[src/rtl/fetch_unit_pkg.sv]
// fetch_unit_pkg: shared control encodings for the fetch stage and next-PC logic
package fetch_unit_pkg;
   typedef enum logic [1:0] {
      S_FETCH = 2'd0,
      S_HOLD  = 2'd1,
      S_DROP  = 2'd2
   } fetch_state_t;
   typedef enum logic [1:0] {
      NPC_PC4  = 2'd0,
      NPC_BR   = 2'd1,
      NPC_JAL  = 2'd2,
      NPC_JALR = 2'd3
   } npc_sel_t;
   localparam logic [31:0] DEF_RESET_PC = 32'h0000_0000;
   localparam logic [31:0] DEF_NOP_INST = 32'h0000_0013;
endpackage

[src/rtl/fetch_unit_if.sv]
// fetch_unit_if: instruction-memory request/response bus
interface fetch_unit_if;
   logic        req;
   logic [31:0] addr;
   logic        ack;
   logic [31:0] rdata;
   modport master (output req, output addr, input ack, input rdata);
   modport slave  (input req, input addr, output ack, output rdata);
endinterface

[src/rtl/fetch_unit_if_id_reg.sv]
// if_id_reg: IF/ID pipeline register with load enable and flush-to-NOP
module if_id_reg
   import fetch_unit_pkg::*;
#(
   parameter logic [31:0] NOP_INST = DEF_NOP_INST
)(
   input  logic        clk,
   input  logic        rst,
   input  logic        i_load,
   input  logic        i_flush,
   input  logic        i_valid,
   input  logic [31:0] i_pc,
   input  logic [31:0] i_inst,
   output logic        o_valid,
   output logic [31:0] o_pc,
   output logic [31:0] o_inst
);
   logic        r_valid;
   logic [31:0] r_pc, r_inst;
   // flush beats load; a load with i_valid low is a bubble
   always_ff @(posedge clk) begin
      if (rst) begin
         r_valid <= 1'b0;
         r_pc    <= '0;
         r_inst  <= NOP_INST;
      end else if (i_flush) begin
         r_valid <= 1'b0;
         r_inst  <= NOP_INST;
      end else if (i_load) begin
         r_valid <= i_valid;
         r_pc    <= i_pc;
         r_inst  <= i_inst;
      end
   end
   assign o_valid = r_valid;
   assign o_pc    = r_pc;
   assign o_inst  = r_inst;
endmodule

[src/rtl/fetch_unit.sv]
// fetch_unit: instruction fetch FSM with hold buffer, stale-response drop and IF/ID register
module fetch_unit
   import fetch_unit_pkg::*;
#(
   parameter logic [31:0] RESET_PC = DEF_RESET_PC,
   parameter logic [31:0] NOP_INST = DEF_NOP_INST
)(
   input  logic        clk,
   input  logic        rst,
   input  logic [31:0] npc_in,
   input  logic        redirect,
   input  logic        pc_write,
   input  logic        if_id_write,
   fetch_unit_if.master imem,
   output logic [31:0] pc_out,
   output logic [31:0] if_pc,
   output logic [31:0] if_inst,
   output logic        if_valid
);
   fetch_state_t r_state, w_next;
   logic [31:0]  r_pc, r_req_addr, r_hold_pc, r_hold_inst;
   logic         w_in_hold, w_redir, w_adv, w_to_hold, w_issue, w_req;
   assign w_in_hold = r_state == S_HOLD;
   assign w_redir   = redirect & pc_write;
   // a word moves into IF/ID either straight from memory or from the hold buffer
   assign w_adv     = ~w_redir & if_id_write & pc_write & (w_in_hold | (r_state == S_FETCH & imem.ack));
   assign w_to_hold = ~w_redir & ~w_adv & (r_state == S_FETCH) & imem.ack;
   // a fresh request starts whenever the current one retires into FETCH or HOLD is released
   assign w_issue   = w_in_hold ? (w_adv | w_redir) : (imem.ack & ~w_to_hold);
   // state register
   always_ff @(posedge clk) begin
      if (rst) r_state <= S_FETCH;
      else     r_state <= w_next;
   end
   // next state: an unanswered request at redirect time must be drained in DROP
   always_comb begin
      w_next = w_redir   ? ((~w_in_hold & ~imem.ack) ? S_DROP : S_FETCH) :
               w_to_hold ? S_HOLD :
               w_issue   ? S_FETCH : r_state;
   end
   // outputs: request is live in FETCH and DROP, never during reset
   always_comb begin
      w_req = ~rst & ~w_in_hold;
   end
   // PC, request address and hold buffer; a drained DROP resumes at the latest pc_out
   always_ff @(posedge clk) begin
      if (rst) begin
         r_pc        <= RESET_PC;
         r_req_addr  <= RESET_PC;
         r_hold_pc   <= '0;
         r_hold_inst <= '0;
      end else begin
         if (w_redir | w_adv) r_pc <= npc_in;
         if (w_issue) r_req_addr <= (r_state == S_DROP & ~w_redir) ? r_pc : npc_in;
         if (w_to_hold) begin
            r_hold_pc   <= r_req_addr;
            r_hold_inst <= imem.rdata;
         end
      end
   end
   assign imem.req  = w_req;
   assign imem.addr = r_req_addr;
   assign pc_out    = r_pc;
   if_id_reg #(.NOP_INST(NOP_INST)) u_if_id (
      .clk     (clk),
      .rst     (rst),
      .i_load  (if_id_write),
      .i_flush (w_redir),
      .i_valid (w_adv),
      .i_pc    (w_in_hold ? r_hold_pc : r_req_addr),
      .i_inst  (w_in_hold ? r_hold_inst : imem.rdata),
      .o_valid (if_valid),
      .o_pc    (if_pc),
      .o_inst  (if_inst)
   );
endmodule

[src/flat_wrapper.sv]
// flat-port wrapper written by rule: the top's interface ports become plain ports
module fetch_unit_flat import fetch_unit_pkg::*;
#(
   parameter logic [31:0] RESET_PC = DEF_RESET_PC,
   parameter logic [31:0] NOP_INST = DEF_NOP_INST
)
  (clk, rst, npc_in, redirect, pc_write, if_id_write, pc_out, if_pc, if_inst, if_valid, imem_req, imem_addr, imem_ack, imem_rdata);
  fetch_unit_if imem_i ();
  input  logic clk;
  input  logic rst;
  input  logic [31:0] npc_in;
  input  logic redirect;
  input  logic pc_write;
  input  logic if_id_write;
  output logic [31:0] pc_out;
  output logic [31:0] if_pc;
  output logic [31:0] if_inst;
  output logic if_valid;
  output wire logic [$bits(imem_i.req)-1:0] imem_req;
  output wire logic [$bits(imem_i.addr)-1:0] imem_addr;
  input wire logic [$bits(imem_i.ack)-1:0] imem_ack;
  input wire logic [$bits(imem_i.rdata)-1:0] imem_rdata;
  assign imem_req = imem_i.req;
  assign imem_addr = imem_i.addr;
  assign imem_i.ack = imem_ack;
  assign imem_i.rdata = imem_rdata;
  fetch_unit #(.RESET_PC(RESET_PC), .NOP_INST(NOP_INST)) u_core (.clk(clk), .rst(rst), .npc_in(npc_in), .redirect(redirect), .pc_write(pc_write), .if_id_write(if_id_write), .imem(imem_i), .pc_out(pc_out), .if_pc(if_pc), .if_inst(if_inst), .if_valid(if_valid));
endmodule
[config.mk]
export PLATFORM = sky130hd
export DESIGN_NAME = fetch_unit_flat
export DESIGN_NICKNAME = d
export VERILOG_FILES = /design/src/rtl/fetch_unit_pkg.sv /design/src/rtl/fetch_unit_if.sv /design/src/rtl/fetch_unit_if_id_reg.sv /design/src/rtl/fetch_unit.sv /design/src/flat_wrapper.sv
export SDC_FILE = /design/constraint.sdc
export NUM_CORES = 1
export LEC_CHECK = 0
export BUFFER_PORTS_ARGS = -buffer_cell sky130_fd_sc_hd__buf_2
export CAP_MARGIN = 15
export CORE_UTILIZATION = 40
export DETAILED_ROUTE_END_ITERATION = 10
export PLACE_DENSITY = 0.69
export SLEW_MARGIN = 15
export SYNTH_ARGS = -nofsm -noshare
export SYNTH_HDL_FRONTEND = slang
export SYNTH_SLANG_ARGS = --single-unit
[constraint.sdc]
create_clock -name clk -period 3.2 [get_ports clk]
set_clock_uncertainty 0.15 [all_clocks]
set_input_delay 0.32 -clock clk [delete_from_list [all_inputs] [get_ports clk]]
set_output_delay 0.32 -clock clk [all_outputs]
set_load 0.01 [all_outputs]
Word level (Yosys, flattened, before mapping)
Cells that the tools add are included.

cells by class
  mux-type cells = 8
  bitwise logic cells = 20
  equal/unequal tests = 2
  reduce and logical (&&, ||, !) cells = 4

operator list
  cell                                                 number
  2-to-1 mux 32 bit                                    3
  AND 1 bit                                            12
  2-to-1 mux 2 bit                                     4
  NOT 1 bit                                            6
  nonzero test 3 bit                                   1
  equality test 2 x 1 -> 1 bit, second input constant  1
  equality test 2 bit, second input constant           1
  logical NOT 2 bit                                    1
  bitwise OR 1 bit                                     2
  AND reduction 2 bit                                  1
  OR reduction 2 bit                                   1
  2-to-1 mux 1 bit                                     1

storage, ports and cells
  output and inout port bits = 130
  flip-flop bits (word level) = 195
  word-level logic and storage cells = 42
  input port bits = 70

Longest topological paths before layout
  depth after elaboration = 15
  mapped depth = 6

Hierarchy
From an unflattened synthesis, not the netlist that was laid out.

unflattened totals
  cells, all modules = 1039
  area, all modules = 8654.6 sq um

by module, submodules not included
  module      area an instance (sq um)  instances  cells an instance
  fetch_unit  5993.2                    1          786
  if_id_reg   2661.3                    1          253

Least setup slack after synthesis
Ideal clock, no wire load.

  path kind = in2reg
  start = input if_id_write
  end = register u_core.r_hold_pc[2]
  setup time = 132 ps
  arrival time = 1392 ps
  buffers on the path = 2
  slack = 1526 ps
  required time = 2918 ps
  stages = 6
  cell sequence = o21a_1 -> or4b_1 -> buf_2 -> buf_6 -> nand2_1 -> a21oi_1

on the way
  word-level cells in the longest chain between the ends = 7

RTL lines
  element                  RTL line            RTL
  from (decl)              flat_wrapper.sv:14  input logic if_id_write;
  AND 1 bit (3 in series)  fetch_unit.sv:26    assign w_adv = ~w_redir & if_id_write & pc_write & (w_in_hold | (r_state == S_FETCH & imem.ack));
  NOT 1 bit                fetch_unit.sv:27    assign w_to_hold = ~w_redir & ~w_adv & (r_state == S_FETCH) & imem.ack;
  AND 1 bit (3 in series)  fetch_unit.sv:27
  to (signal assigned)     fetch_unit.sv:56    r_hold_pc <= r_req_addr;
  to (decl)                fetch_unit.sv:21    logic [31:0] r_pc, r_req_addr, r_hold_pc, r_hold_inst;

Every way passes these cells.
A chain may end at the register's enable or synchronous reset.

Worst setup path after layout
  start = register u_core.r_state[0]
  end = output imem_req

on the way
  word-level cells in the longest chain between the ends = 3

RTL lines
  element                       RTL line            RTL
  from (decl)                   fetch_unit.sv:20    fetch_state_t r_state, w_next;
  from (signal assigned)        fetch_unit.sv:33    else r_state <= w_next;
  equality test 2 x 1 -> 1 bit  fetch_unit.sv:23    assign w_in_hold = r_state == S_HOLD;
  NOT 1 bit                     fetch_unit.sv:43    w_req = ~rst & ~w_in_hold;
  AND 1 bit                     fetch_unit.sv:43
  to (decl)                     flat_wrapper.sv:19  output wire logic [$bits(imem_i.req)-1:0] imem_req;

Every way passes these cells.

==> reports/summary.txt <==
outcome: finished, final reports clean
Crit Path Class: flop to output pin
hold path depth: 3
Slew headroom: 45.8%
syn_nets: 940
cell row count: 51
Fin Hold WS: 15.0 ps
final hold violations: 0
final wirelength: 19.2 mm
Worst setup EP type: output pin
share of layout cells above drive strength 1: 23.1%
WL/cell: 14.3 um
vias in the first global route: 5972
number of nets in the layout: 1135
GR Util All Layers: 18.5%
library cells used by synthesis: 22
CTS Buffer Depth: 2
Finish-stage setup viols: 0
Max FO, Critical Path: 65
R2R Path End: u_core.pc_out[22]
leak pwr: 4.29 nW
routability cong.: 0.774
Max-Cap Viols: 0
DIE AREA: 20600 sq um
post-CTS sizing: 0
Residual DRC: 0
Yosys warning total: 0
Die W: 144 um
R2R Path Start: u_core.r_state[1]
Critical Path RT: 2730 ps
maximum VDD drop: 352 uV
1st-iter DRT viols: 288
# IOs: 200
IO Port Bufs: 199
crit path launch type: flop
Initial Utilization: 41.0%
grt total ovfl: 0
ANT nets after route: 0
Hold Startpoint: npc_in[23]
CTS tree: done
Via Count: 6574
Design Power: 0.00554 W
post-CTS setup buffers: 0
final cycle utilization of the critical path: 70.1%
initial antenna violation count: 2
DRT Pass-1 Iters: 4
HP Class: input port to flop
Pwr Density: 552 nW/um^2
worst hold endpoint: u_core.pc_out[23]
RSZ-0062 raised after global routing: no
Placeable Area: 19600 sq um
Clk Latency, worst-skew pair: 420 ps
Cells after Synth: 870
f_max: 446 MHz
Synth Cell Area: 8030 sq um
fin. max-slew vios: 0
H-tree depth: 4
Sink Count: 195
post-synthesis register bit count: 195
Critical Path AT: 1770 ps
Die Y: 144 um
syn_area_per_cell: 9.22 sq um
vias per inst: 4.89
CTS clk-pin slew, worst paths: 70 ps
pin slew with the least headroom to its limit: 813 ps
Root Buffer Master: clkbuf_16
R2R cell count: 5
first-pass GRT wire length: 30.2 mm
R2R setup slack: 1110 ps
area grow syn2layout: 25.2%
total negative slack: 0 ps
fin cells: 1344
Final min period: 2240 ps
cts bufs inserted: 17
DP Cell Count: 1272
post-DP HPWL: 12.2 mm
sequential area share after synthesis: 48.6%
largest net degree at the start of global routing: 196
Critical Path Source: u_core.r_state[0]
[cells in the final DEF (no fill, tap or decap), drive strengths merged, types with 2 or more instances in the layout]
master       netlist  final
nor2             100    100
inv                0      6
or2                3      3
nor2b              3      3
a211oi            93     93
nand2b            66     66
dfxtp            195    195
a21oi             68     68
clkbuf            33     21
nand2            129    129
buf               41    211
o21a               3      3
dlygate4sd3        0     39
clkinv             0      3
nand3b             2      2
mux2i            128    128
[cells in the mapped netlist]
| master | count | area, sq um |
|---|---|---|
| nand2b_1 | 66 | 413 |
| o22a_1 | 1 | 8.76 |
| nand2_1 | 129 | 484 |
| and2_1 | 1 | 6.26 |
| or4b_1 | 1 | 10.0 |
| mux2i_1 | 128 | 1280 |
| buf_6 | 11 | 124 |
| clkbuf_1 | 33 | 124 |
| or2_2 | 3 | 18.8 |
| nor2_1 | 100 | 375 |
| a2111oi_0 | 1 | 8.76 |
| buf_4 | 7 | 52.6 |
| o21a_1 | 3 | 22.5 |
| dfxtp_1 | 195 | 3900 |
| a21oi_1 | 68 | 340 |
| a211oi_1 | 93 | 698 |
| nor3_1 | 1 | 5.00 |
| nor2b_1 | 3 | 18.8 |
| buf_2 | 16 | 80.1 |
| buf_1 | 7 | 26.3 |
| nor4b_1 | 1 | 8.76 |
| nand3b_1 | 2 | 15.0 |
[area by class of cell]
type / count / area [sq um]
Antenna cell: 1 / 2.50
Clock buffer: 21 / 450
Clock inverter: 11 / 118
Fill cell: 1855 / 9540
Multi-Input combinational cell: 601 / 3740
Sequential cell: 195 / 3900
Tap cell: 265 / 332
Timing Repair Buffer: 250 / 1510
[how the worst max path moves through the flow]
stage	to	cells past startpoint
6_report	imem_req	4
5_1_grt	imem_req	4
4_1_cts	imem_req	4
3_5_place_dp	u_core.pc_out[21]	6
3_3_place_gp	u_core.pc_out[21]	6
2_1_floorplan	u_core.r_hold_pc[2]	6
[metrics by stage]
stage | setup WS, ps | instance area [sq um] | utilization, %
floorplan | 1530 | 8030 | -
global placement | 1110 | 9090 | 46.4
detailed placement | 1070 | 9090 | 46.4
CTS | 961 | 10000 | 51.3
global route | 826 | 10000 | 51.3
finish | 958 | 10000 | 51.3
[state kept, by name, indices dropped and copies added, names as in the netlist]
| register | flops |
|---|---|
| u_core.r_hold_pc | 32 |
| u_core.u_if_id.o_pc | 32 |
| u_core.r_state | 2 |
| u_core.u_if_id.o_inst | 32 |
| u_core.r_hold_inst | 32 |
| u_core.pc_out | 32 |
| u_core.u_if_id.o_valid | 1 |
| u_core.imem.addr | 32 |
[worst max-delay path, stage by stage, from the launching register on]
cell	delay, ps
dfxtp_1	430
nor2b_4	220
buf_12	400
nor2_1	90
buf_2	180
[report_power, final]
group          internal [W]  total, W  switching [W]  leakage, nW
registers           0.00258   0.00269       0.000109         1.60
clock network       0.00112   0.00209       0.000967        0.277
logic              0.000340  0.000769       0.000429         2.41
total               0.00404   0.00554        0.00150         4.29
[cell families (layout without fill, tap and decap cells)]
| logic type | count (synthesis) | in the layout | share of synthesized area, % |
|---|---|---|---|
| compound gates | 166 | 166 | 13.4 |
| buf+inv | 74 | 282 | 5.07 |
| flops | 195 | 195 | 48.6 |
| mux | 128 | 128 | 16.0 |
| other cells | 0 | 1 | 0 |
| simple gates | 307 | 307 | 16.9 |
[metal layers]
metal	global-route usage, %	vias up	wire length [um]
li1	-	3385	-
met1	24.8	3016	9280
met2	28.8	157	8640
met3	5.13	14	1100
met4	5.71	2	168
met5	0	-	17
[what timing repair did]
action | 4_1_cts | 5_1_grt
setup endpoints to repair | 0 | 0
endpoints found under the hold margin | 39 | 0
hold buffers | 39 | 0
Note: power is estimated with default switching activity, not from simulation.
